==> config.mk <==
export PLATFORM = sky130hd
export DESIGN_NAME = keyed_seq_lock
export DESIGN_NICKNAME = d
export VERILOG_FILES = /design/src/rtl/keyed_lock_pkg.sv /design/src/rtl/keyed_lock_dpath.sv /design/src/rtl/keyed_seq_lock.sv
export SDC_FILE = /design/constraint.sdc
export NUM_CORES = 1
export LEC_CHECK = 0
export CELL_PAD_IN_SITES_DETAIL_PLACEMENT = 1
export CELL_PAD_IN_SITES_GLOBAL_PLACEMENT = 1
export CORE_ASPECT_RATIO = 2
export CORE_MARGIN = 3
export CORE_UTILIZATION = 40
export CTS_CLUSTER_DIAMETER = 50
export CTS_CLUSTER_SIZE = 40
export DETAILED_ROUTE_END_ITERATION = 16
export MAX_ROUTING_LAYER = met4
export PLACE_DENSITY = 0.82
export SLEW_MARGIN = 0
export SYNTH_ARGS = -nofsm -noshare
export SYNTH_HDL_FRONTEND = slang
export SYNTH_SLANG_ARGS = --single-unit
==> constraint.sdc <==
create_clock -name clk -period 3.3 [get_ports clk]
set_clock_uncertainty 0.2 [all_clocks]
set_input_delay 0.495 -clock clk [delete_from_list [all_inputs] [get_ports clk]]
set_output_delay 0.495 -clock clk [all_outputs]
set_load 0.05 [all_outputs]
==> src/rtl/keyed_lock_pkg.sv <==
`default_nettype none
// ============================================================================
// Module   : keyed_lock_pkg
// Purpose  : Shared FSM state encoding for the keyed sequence lock.
// Revision : 1.0 - initial release
// ============================================================================
package keyed_lock_pkg;

  localparam int c_STATE_W = 2;

  typedef enum logic [c_STATE_W-1:0] {
    S_IDLE      = 2'd0,
    S_RUN       = 2'd1,
    S_DONE      = 2'd2,
    S_BLACKHOLE = 2'd3
  } state_t;

endpackage : keyed_lock_pkg
`default_nettype wire

==> src/rtl/keyed_lock_dpath.sv <==
`default_nettype none
// ============================================================================
// Module   : keyed_lock_dpath
// Purpose  : Rotate-left-by-stage and optional decoy XOR mask for one stage.
// Revision : 1.0 - initial release
// ============================================================================
module keyed_lock_dpath
  import keyed_lock_pkg::*;
#(
  parameter int              N_OUT      = 8,
  parameter int              IDX_W      = 3,
  parameter logic [N_OUT-1:0] DECOY_MASK = 8'hA5
) (
  input  logic [N_OUT-1:0] data_q,
  input  logic [IDX_W-1:0] idx,
  input  logic             decoy,
  output logic [N_OUT-1:0] y_next
);

  logic [31:0]      w_rot;
  logic [N_OUT-1:0] w_rotated;

  // Stage index can exceed the word width, so the rotate amount wraps.
  assign w_rot = 32'(idx) % 32'(N_OUT);

  // Rotate left; a zero rotate makes the right shift equal the width, giving 0.
  always_comb begin
    w_rotated = (data_q << w_rot) | (data_q >> (32'(N_OUT) - w_rot));
    y_next    = decoy ? (w_rotated ^ DECOY_MASK) : w_rotated;
  end

endmodule : keyed_lock_dpath
`default_nettype wire

==> src/rtl/keyed_seq_lock.sv <==
`default_nettype none
// ============================================================================
// Module   : keyed_seq_lock
// Purpose  : Key-gated multi-stage data pass. Wrong key bits silently corrupt
//            the output from the first wrong bit onward; too many corrupted
//            passes lock the block until reset.
// Revision : 1.0 - initial release
// ============================================================================
module keyed_seq_lock
  import keyed_lock_pkg::*;
#(
  parameter int                KEY_W       = 4,
  parameter logic [KEY_W-1:0]  CORRECT_KEY = 4'b1010,
  parameter int                N_OUT       = 8,
  parameter logic [N_OUT-1:0]  DECOY_MASK  = 8'hA5,
  parameter int                LOCK_THRESH = 5,
  parameter int                CNT_W       = 4
) (
  input  logic                         clk,
  input  logic                         rst,
  input  logic                         start,
  input  logic [KEY_W-1:0]             keyinput,
  input  logic [N_OUT-1:0]             din,
  output logic [N_OUT-1:0]             y,
  output logic                         busy,
  output logic                         done,
  output logic                         locked,
  output logic [$clog2(KEY_W+1)-1:0]   stage
);

  localparam int               IDX_W      = $clog2(KEY_W + 1);
  localparam logic [IDX_W-1:0] c_IDX_ONE  = IDX_W'(1);
  localparam logic [IDX_W-1:0] c_IDX_LAST = IDX_W'(KEY_W - 1);
  localparam logic [CNT_W-1:0] c_CNT_ONE  = CNT_W'(1);
  localparam logic [CNT_W-1:0] c_CNT_MAX  = {CNT_W{1'b1}};
  localparam logic [CNT_W-1:0] c_THRESH   = CNT_W'(LOCK_THRESH);

  state_t             r_state;
  logic [KEY_W-1:0]   r_key;
  logic [N_OUT-1:0]   r_data;
  logic [IDX_W-1:0]   r_idx;
  logic               r_decoy;     // sticky, includes the current stage's key bit
  logic [CNT_W-1:0]   r_bad_cnt;

  logic               w_in_idle;
  logic [KEY_W-1:0]   w_la_key;
  logic [N_OUT-1:0]   w_la_data;
  logic [IDX_W-1:0]   w_la_idx;
  logic [KEY_W-1:0]   w_mis_shift;
  logic               w_la_decoy;
  logic [N_OUT-1:0]   w_y_next;
  logic [CNT_W-1:0]   w_cnt_inc;

  // Outputs are registered, so the datapath evaluates the stage about to be
  // entered: the captured inputs when leaving IDLE, the next index in RUN.
  assign w_in_idle   = (r_state == S_IDLE);
  assign w_la_key    = w_in_idle ? keyinput : r_key;
  assign w_la_data   = w_in_idle ? din : r_data;
  assign w_la_idx    = w_in_idle ? '0 : (r_idx + c_IDX_ONE);
  assign w_mis_shift = (w_la_key ^ CORRECT_KEY) >> w_la_idx;
  assign w_la_decoy  = (w_in_idle ? 1'b0 : r_decoy) | w_mis_shift[0];
  assign w_cnt_inc   = (r_bad_cnt == c_CNT_MAX) ? r_bad_cnt : (r_bad_cnt + c_CNT_ONE);

  keyed_lock_dpath #(
    .N_OUT      (N_OUT),
    .IDX_W      (IDX_W),
    .DECOY_MASK (DECOY_MASK)
  ) u_dpath (
    .data_q (w_la_data),
    .idx    (w_la_idx),
    .decoy  (w_la_decoy),
    .y_next (w_y_next)
  );

  // Control FSM, bad-pass counter and registered outputs.
  always_ff @(posedge clk) begin
    if (!rst) begin
      r_state   <= S_IDLE;
      r_key     <= '0;
      r_data    <= '0;
      r_idx     <= '0;
      r_decoy   <= 1'b0;
      r_bad_cnt <= '0;
      y         <= '0;
      busy      <= 1'b0;
      done      <= 1'b0;
      locked    <= 1'b0;
      stage     <= '0;
    end else begin
      case (r_state)
        S_IDLE: begin
          if (start) begin
            r_state <= S_RUN;
            r_key   <= keyinput;
            r_data  <= din;
            r_idx   <= '0;
            r_decoy <= w_la_decoy;
            y       <= w_y_next;
            stage   <= '0;
            busy    <= 1'b1;
          end
        end
        S_RUN: begin
          if (r_idx == c_IDX_LAST) begin
            r_state <= S_DONE;
            r_idx   <= '0;
            y       <= '0;
            stage   <= '0;
            done    <= 1'b1;
          end else begin
            r_idx   <= w_la_idx;
            r_decoy <= w_la_decoy;
            y       <= w_y_next;
            stage   <= w_la_idx;
          end
        end
        S_DONE: begin
          done <= 1'b0;
          y    <= '0;
          if (r_decoy) begin
            r_bad_cnt <= w_cnt_inc;
          end
          if (r_decoy && (w_cnt_inc >= c_THRESH)) begin
            r_state <= S_BLACKHOLE;
            locked  <= 1'b1;
          end else begin
            r_state <= S_IDLE;
            busy    <= 1'b0;
          end
          r_decoy <= 1'b0;
        end
        S_BLACKHOLE: begin
          // Terminal until reset: hold the locked output pattern.
          y      <= '0;
          busy   <= 1'b1;
          done   <= 1'b0;
          locked <= 1'b1;
          stage  <= '0;
        end
        default: begin
          r_state <= S_IDLE;
        end
      endcase
    end
  end

endmodule : keyed_seq_lock
`default_nettype wire

After elaboration in Yosys (flattened, before gate mapping)
Index checks and enable logic that the tools add are counted.

Output and inout bits: 14. Input port bits: 15. Word-level logic and storage cells: 77. Flip-flop bits (word level): 36.

Bitwise logic cells: 4. Multiplexer cells: 27. Shift operators: 3. Eq/ne operators: 10. $lt $le $gt $ge: 1. Reductions and logical operators: 18. $add $sub $neg: 3.

Operators with widths (count): $mux W8 (4); $shr A8 B32 Y8 (1); $pmux W8 S3 (1); $reduce_and A2 Y1 (6); $ne A2 B2 Y1 const B (5); $mux W3 (3); $pmux W3 S3 (1); $reduce_and A3 Y1 (3); $reduce_bool A3 Y1 (3); $mux W4 (2); $or A8 B8 Y8 (1); $shl A8 B3 Y8 (1); $mux W1 (7); $mux W2 (3); $pmux W1 S3 (2); $pmux W2 S3 (1); $pmux W3 S2 (1); $reduce_bool A2 Y1 (3); $sub A4 B3 Y5 const A (1); $add A4 B1 Y4 const B (1); $eq A2 B2 Y1 const B (2); $eq A4 B4 Y1 const B (1); $ge A4 B3 Y1 const B (1); $not A4 Y4 (1); 10 further kinds (11).

Depth between registers and ports, before layout
Gate-level depths: netlist of run 1.

Depth after elaboration: 9. Mapped depth: 12. Depth with buffers taken out: 10.

Cells and area by module
A second synthesis of run 1 with hierarchy kept.

Cells, all modules: 283. Area total of the unflattened synthesis: 2447.3 um^2.

Modules (own cells, without submodules): keyed_seq_lock (cells each 208, instances 1, area an instance 1810.5 um^2, sequential area each 720.7 um^2); keyed_lock_dpath (cells each 75, instances 1, area an instance 636.9 um^2, sequential area each 0.0 um^2).

Worst setup path before layout of run 1
OpenSTA, ideal clock, no wires.

Path kind: register to register. From: reg r_state[0]. To: reg y[0]. Setup slack: 0.514 ns. Stages on the path, launching flop included: 12. Clock period less this slack: 2.786 ns. Required time: 3.037 ns. Data arrival time: 2.524 ns. Library setup time: 0.063 ns. Path buffers: 2. Path through: dfxtp_1 inv_1 ha_1 buf_2 inv_1 nand2_1 ha_1 clkbuf_1 a2111oi_1 a2111oi_0 or4b_1 nand3_1.

Word-level cells in the longest chain between the ends: 9. Elaborated cells on any way between the ends: 22. Classes of those cells: add/sub: 1; eq/ne: 4; shift: 3; mux: 8; bitwise: 4; reduce/logical: 2.

Ends and longest elaborated chain: start, declared (line keyed_seq_lock.sv:38) `state_t r_state;`; start signal, assigned (line keyed_seq_lock.sv:78) `r_state <= S_IDLE;`; start signal, assigned (line keyed_seq_lock.sv:93) `r_state <= S_RUN;`; start signal, assigned (line keyed_seq_lock.sv:105) `r_state <= S_DONE;`; $logic_not A2 Y1 (line keyed_seq_lock.sv:56, keyed_seq_lock.sv:90); $mux W3 (line keyed_seq_lock.sv:59) `assign w_la_idx = w_in_idle ? '0 : (r_idx + c_IDX_ONE);`; $sub A4 B3 Y5 (line keyed_lock_dpath.sv:28) `w_rotated = (data_q << w_rot) | (data_q >> (32'(N_OUT) - w_rot));`; $shr A8 B32 Y8 (line keyed_lock_dpath.sv:28); $or A8 B8 Y8 (line keyed_lock_dpath.sv:28); $not A4 Y4 (no line); $mux W8 (line keyed_lock_dpath.sv:29) `y_next = decoy ? (w_rotated ^ DECOY_MASK) : w_rotated;`; $mux W8 (on tied branches) (line keyed_seq_lock.sv:104, keyed_seq_lock.sv:92); $pmux W8 S3 (line keyed_seq_lock.sv:90) `case (r_state)`; end signal, assigned (line keyed_seq_lock.sv:98) `y <= w_y_next;`; end signal, assigned (line keyed_seq_lock.sv:113) `y <= w_y_next;`; end, declared (line keyed_seq_lock.sv:24) `output logic [N_OUT-1:0] y,`.

Parallel ways exist; a longest one is shown, timed or not. The select of a mux whose other input is x is not followed. A chain may end at the register's enable or synchronous reset.

Final worst setup path of run 1
Same ends and word-level chain as after synthesis.

==> flow_summary.ini, run 1 <==
[timing]
finalSetupTns_ps = 0
max_freq_mhz = 330
hold_ws_ps = 242
slew_headroom_pct = 56.0
period_share_pct = 91.9
fin_ws_ps = 266
hold_violations = 0
period_minus_slack_ps = 3030
rsz0062_at_grt = false
finalMaxSlewViolations = 0
tightest_slew_ps = 643
setup_viol = 0

[run]
maxCapViolations = 0

[cts]
path_clk_slew_ps = 60
cts_hold_buf = 0
cts_setup_buffers = 0
cts_max_level = 2
post_cts_resized = 0
tritoncts = yes
clk_latency_ps = 290
clock_sinks = 36
cts_root_buf = clkbuf_16
clk_path_buf_depth = 2
cts-buffers-inserted = 5

[yosys]
ys_warn_count = 0
ys_seq_area_share_pct = 29.3
syn_avg_cell_area_sq_um = 8.01
synth_cell_types = 62
synth_seq_cells = 36
synth_edf_count = 0
yosysTopAreaCell = dfxtp_1
ys.flop_type = dfxtp_1
mappedNetlistArea_sq_um = 2460
synthCells = 307
ys_async_sr_fraction_pct = 0
synth_nets = 332
yosys.area.top_type_share_pct = 29.3
synth_area_leaders = dfxtp_1 29%, nand2_1 7.8%, a21oi_1 5.9%

[floorplan]
die_h_microns = 117
die_x_microns = 61.4
dieArea_sq_um = 7180
core_area_sq_um = 5860
io_pins = 29
initial_core_util_pct = 42.0
rows = 39

[drt]
routedWlPerCell_microns = 19.0
vias = 2409
ant_nets = 0
totalWireLength_microns = 7400
vias_per_cell = 6.18
drc_errors = 0
firstDrtPassIters = 4
drt_iter0_markers = 78

[worst_hold_path]
min_path_cells = 2
hold_path_class = reg2reg
hold_start = y[7]
hold_end = y[7]

[pwr]
vdd_drop_max_mv = 0.416
power.density_nw_per_um2 = 768
leakage_nw = 1.02

[worst_setup_path]
endpoint_kind = register
r2r-start = r_state[0]
ff2ff_setup_slack_ps = 270
rr_endpoint = y[0]
path_max_fanout = 9
r2r_cells = 8
worst-endpoint-arrival_ps = 3060
path_class = reg2reg
cp.required_ps = 3330
cp-start-kind = register

[place]
gp_congestion = 0.938
dp.final_hpwl_microns = 5630
pre_cts_ws_ps = 304
port_buffers = 28

[global_routing]
grt_antenna_before_repair = 0
first_global_vias = 2455
grt_overflow = 0
grt_pass1_wl_microns = 12000
grt_max_degree = 34
grt_use_total_pct = 23.4

[final_layout]
drive_gt1_share_pct = 7.60
area_growth_pct = 16.9
antennaDiodeCount = 0
nets = 353

[status]
status = completed
placed cells by master, fill, tap and decap left out, types with 3 or more instances in the layout:
cell type and count:
nand2_1 51, dfxtp_1 36, a21oi_1 29, clkdlybuf4s50_1 28, nor2_1 18, inv_1 12
mux2i_1 12, ha_1 10, o21ai_0 9, nand3_1 8, nor3_1 8, nand2b_1 7
nor2b_1 7, o221ai_1 6, buf_4 6, clkbuf_16 5, and2_1 4, o21a_1 4
a31oi_1 3, xnor2_1 3, a21boi_0 3, o211ai_1 3, mux2_2 3, a22oi_1 3
or3_1 3, o32ai_1 3
logic make-up (layout without fill, tap and decap cells):
logic type                 after synthesis  count (layout)  share of synthesized area (%)
AOI/OAI and AO/OA                       88              88                           24.7
DFF                                     36              36                           29.3
and+or+nand+nor                        119             119                           23.5
muxes                                   18              18                           8.70
adders and majority gates               10              10                           5.09
xor gates and xnor gates                 3               3                           1.07
buffers and inverters                   33              55                           7.63
layout make-up:
type,count,area (sq um)
inverters,13,48.8
clock inverters,2,13.8
multi-input cells,238,1550
fillers,720,2980
well taps,61,76.3
repair buffers,34,325
clock buffers,6,139
flip-flops and latches,36,721
routing by layer:
| metal | share of wire (%) | track usage [%] | vias up |
|---|---|---|---|
| met1 | 36 | 23.0 | 1163 |
| met2 | 56 | 40.6 | 61 |
| met4 | 5.0 | 15.0 | 0 |
| met3 | 2.7 | 3.73 | 29 |
| met5 | 0 | - | - |
| li1 | - | - | 1156 |
how the worst max path moves through the flow:
stage / startpoint / endpoint / slack, ps
final: r_state[0] / y[0] / 270
after global placement: r_state[0] / y[0] / 490
after CTS: r_state[0] / y[0] / 280
after floorplan: r_state[0] / y[0] / 510
after global routing: r_state[1] / y[0] / 70
after detailed placement: r_state[0] / y[0] / 300
per-stage QoR:
stage | total power, mW | instances | utilization [%] | cell area [sq um]
2_1_floorplan | 1.42 | 307 | - | 2460
3_3_place_gp | 1.67 | 382 | 46.5 | 2720
3_5_place_dp | 1.70 | 382 | 46.5 | 2720
4_1_cts | 2.21 | 390 | 49.1 | 2870
5_1_grt | 2.34 | 390 | 49.1 | 2870
6_report | 2.21 | 390 | 49.1 | 2870
flip-flops by register name, summed over array words and instances, names as in the netlist:
name and count:
r_bad_cnt 4, r_key 4, stage 3, locked 1, r_data 8, r_decoy 1
y 8, busy 1, r_idx 3, done 1, r_state 2
worst max-delay path: stages, from the launching register on:
cell       delay, ps
dfxtp_1          390
inv_1            110
ha_1             300
nand2b_1         250
ha_1             440
a2111oi_1        510
a2111oi_0        200
or4b_1           500
nand3_1           90
where the power goes:
group	switching, mW	internal [mW]	total (mW)
registers	0.0657	0.511	0.576
clock network	0.198	0.302	0.500
logic	0.714	0.416	1.13
total	0.978	1.23	2.21
Yosys cell counts, types with 2 or more instances:
master and number:
o21a_1 4, a22o_1 2, a31oi_1 3, inv_1 12
buf_4 2, nor2b_1 7, o311ai_0 2, o32ai_1 3
mux2i_1 12, mux4_2 2, nor2_1 18, or3_1 3
a21oi_1 29, or4b_1 2, buf_2 2, o21ai_0 9
nand3_1 8, a21boi_0 3, dfxtp_1 36, clkbuf_1 7
o211ai_1 3, a211oi_1 2, nor3_1 8, o221ai_1 6
nand2b_1 7, buf_6 7, ha_1 10, a22oi_1 3
xnor2_1 3, nand2_1 51, or4_1 2, mux2_2 3
o22ai_1 2, a2111oi_0 2, a211o_1 2, and2_1 4
(Power assumes the default switching activity.)
==> inputs of run 2 (changes only) <==
--- a/config.mk
+++ b/config.mk
@@ -13,7 +13,6 @@
 export CTS_CLUSTER_DIAMETER = 50
 export CTS_CLUSTER_SIZE = 40
 export DETAILED_ROUTE_END_ITERATION = 16
-export MAX_ROUTING_LAYER = met4
 export PLACE_DENSITY = 0.82
 export SLEW_MARGIN = 0
 export SYNTH_ARGS = -nofsm -noshare
==> run 2 against run 1 <==
Compared with the run above:
- fmax is 1.8% higher
- critical path type unchanged
- highest routed layer unchanged
- non-clock buffer count is the same
- sequential cell count stayed put
- power grew 0.19%
==> flow_summary.ini, run 2 (synthesized netlist as in run 1, its figures left out) <==
[status]
status = completed

[pwr]
comb_power_share_pct = 51.1
leakage_nw = 1.02
internal_power_mw = 1.23
seqPwrFrac_pct = 26.1
pwr-share-clk_pct = 22.8
vdd_drop_max_mv = 0.382
power.density_nw_per_um2 = 769
p_sw_uw = 982
finalPower_mw = 2.21
p_sw_share_pct = 44.4

[place]
place_area_sq_um = 2720
dp.final_hpwl_microns = 5550
pre_cts_ws_ps = 360
port_buffers = 28
gp_congestion = 0.926
dp_cells = 382

[final_layout]
fin_util_pct = 49.1
largestRegisters = r_data: 8 flops, y: 8 flops
nets = 353
mostFrequentLayoutCell = nand2_1
area_growth_pct = 16.9
fin_area_sq_um = 2870
fin_cells = 390
antennaDiodeCount = 0
drive_gt1_share_pct = 7.60
layout_common_cells = 51 x nand2_1, 36 x dfxtp_1, 29 x a21oi_1
final-seq-area_sq_um = 721
nFillCells = 718
multi_input_area_sq_um = 1550

[drt]
wl_met3_microns = 228
dr_wl_met2_microns = 4120
drt-met1-wl_microns = 2690
firstDrtPassIters = 4
ant_nets = 0
routedWlPerCell_microns = 19.3
vias_per_cell = 6.33
drt_iter0_markers = 82
routed.top_layer = met4
vias = 2467
totalWireLength_microns = 7520
drc_errors = 0

[global_routing]
grt_pass1_wl_microns = 12400
first_global_vias = 2589
grt_overflow = 0
grt_max_degree = 34
grt_use_total_pct = 23.0
grt_antenna_before_repair = 0

[worst_setup_path]
setup.worst_path.end = y[7]
cp.required_ps = 3250
cp_cell_sequence = inv_1, ha_1, nand2b_1, ha_1, or3_1, a2111oi_0, a31oi_1, xnor2_1, o21ai_1
worst-endpoint-arrival_ps = 2930
path_class = reg2reg
r2r-start = r_state[0]
r2r_cells = 9
ff2ff_setup_slack_ps = 320
crit_path_frequent_cell = ha_1
rr_endpoint = y[7]
endpoint_kind = register
cp-start-kind = register
cp-startpoint = r_state[0]
path_max_fanout = 12
slowest_stage = a2111oi_0
cpPeakStageDelay_ps = 530

[cts]
cts_hold_buf = 0
path_clk_slew_ps = 60
clock_sinks = 36
cts_root_buf = clkbuf_16
tritoncts = yes
clk_latency_ps = 280
cts_max_level = 2
clk_path_buf_depth = 2
post_cts_resized = 0
cts-buffers-inserted = 5
cts_setup_buffers = 0

[timing]
rsz0062_at_grt = false
finalMaxSlewViolations = 0
hold_ws_ps = 250
period_minus_slack_ps = 2980
max_freq_mhz = 336
period_share_pct = 90.3
tightest_slew_ps = 683
fin_ws_ps = 320
hold_violations = 0
setup_viol = 0
slew_headroom_pct = 54.4
finalSetupTns_ps = 0

[worst_hold_path]
hold_start = y[7]
hold_path_class = reg2reg

[floorplan]
die_h_microns = 117
dieArea_sq_um = 7180
rows = 39
core_area_sq_um = 5860
io_pins = 29
die_x_microns = 61.4
initial_core_util_pct = 42.0

[run]
maxCapViolations = 0
[run 2: cell counts in the layout (fill, tap and decap cells not counted)]
Identical to the previous run, type by type.
[run 2: area by class of cell]
class / count / area share (%)
Multi-Input combinational cell: 238 / 53.9
Sequential cell: 36 / 25.1
Timing Repair Buffer: 34 / 11.3
Clock buffer: 6 / 4.83
Tap cell: 61 / 2.66
Inverter: 13 / 1.70
Clock inverter: 2 / 0.479
[run 2: power by group through the flow]
| stage | clock, mW | sequential, mW | combinational [mW] |
|---|---|---|---|
| floorplan | 0 | 0.705 | 0.715 |
| global placement | 0 | 0.580 | 1.09 |
| detailed placement | 0 | 0.584 | 1.11 |
| CTS | 0.507 | 0.575 | 1.13 |
| global route | 0.528 | 0.588 | 1.23 |
| finish | 0.504 | 0.577 | 1.13 |
[run 2: routing by layer]
metal  vias to the layer above  track usage, %
li1                       1153               -
met1                      1190            23.6
met2                        83            41.5
met3                        41            3.29
met4                         0            14.6
met5                         -               0
[run 2: worst min-delay path by stage]
stage,to,slack [ps],cells after the start
after floorplan,r_key[0],240,2
after global placement,y[7],230,2
after detailed placement,y[2],250,2
after CTS,y[7],250,2
after global routing,r_key[3],280,2
final,y[7],250,2
[run 2: critical path, delay by kind of cell (launching register included)]
family | cells | cell delay [ps]
AOI/OAI and AO/OA | 3 | 730
xor gates and xnor gates | 1 | 170
adders and majority gates | 2 | 630
buffers and inverters | 1 | 100
DFF | 1 | 390
and+or+nand+nor | 2 | 630
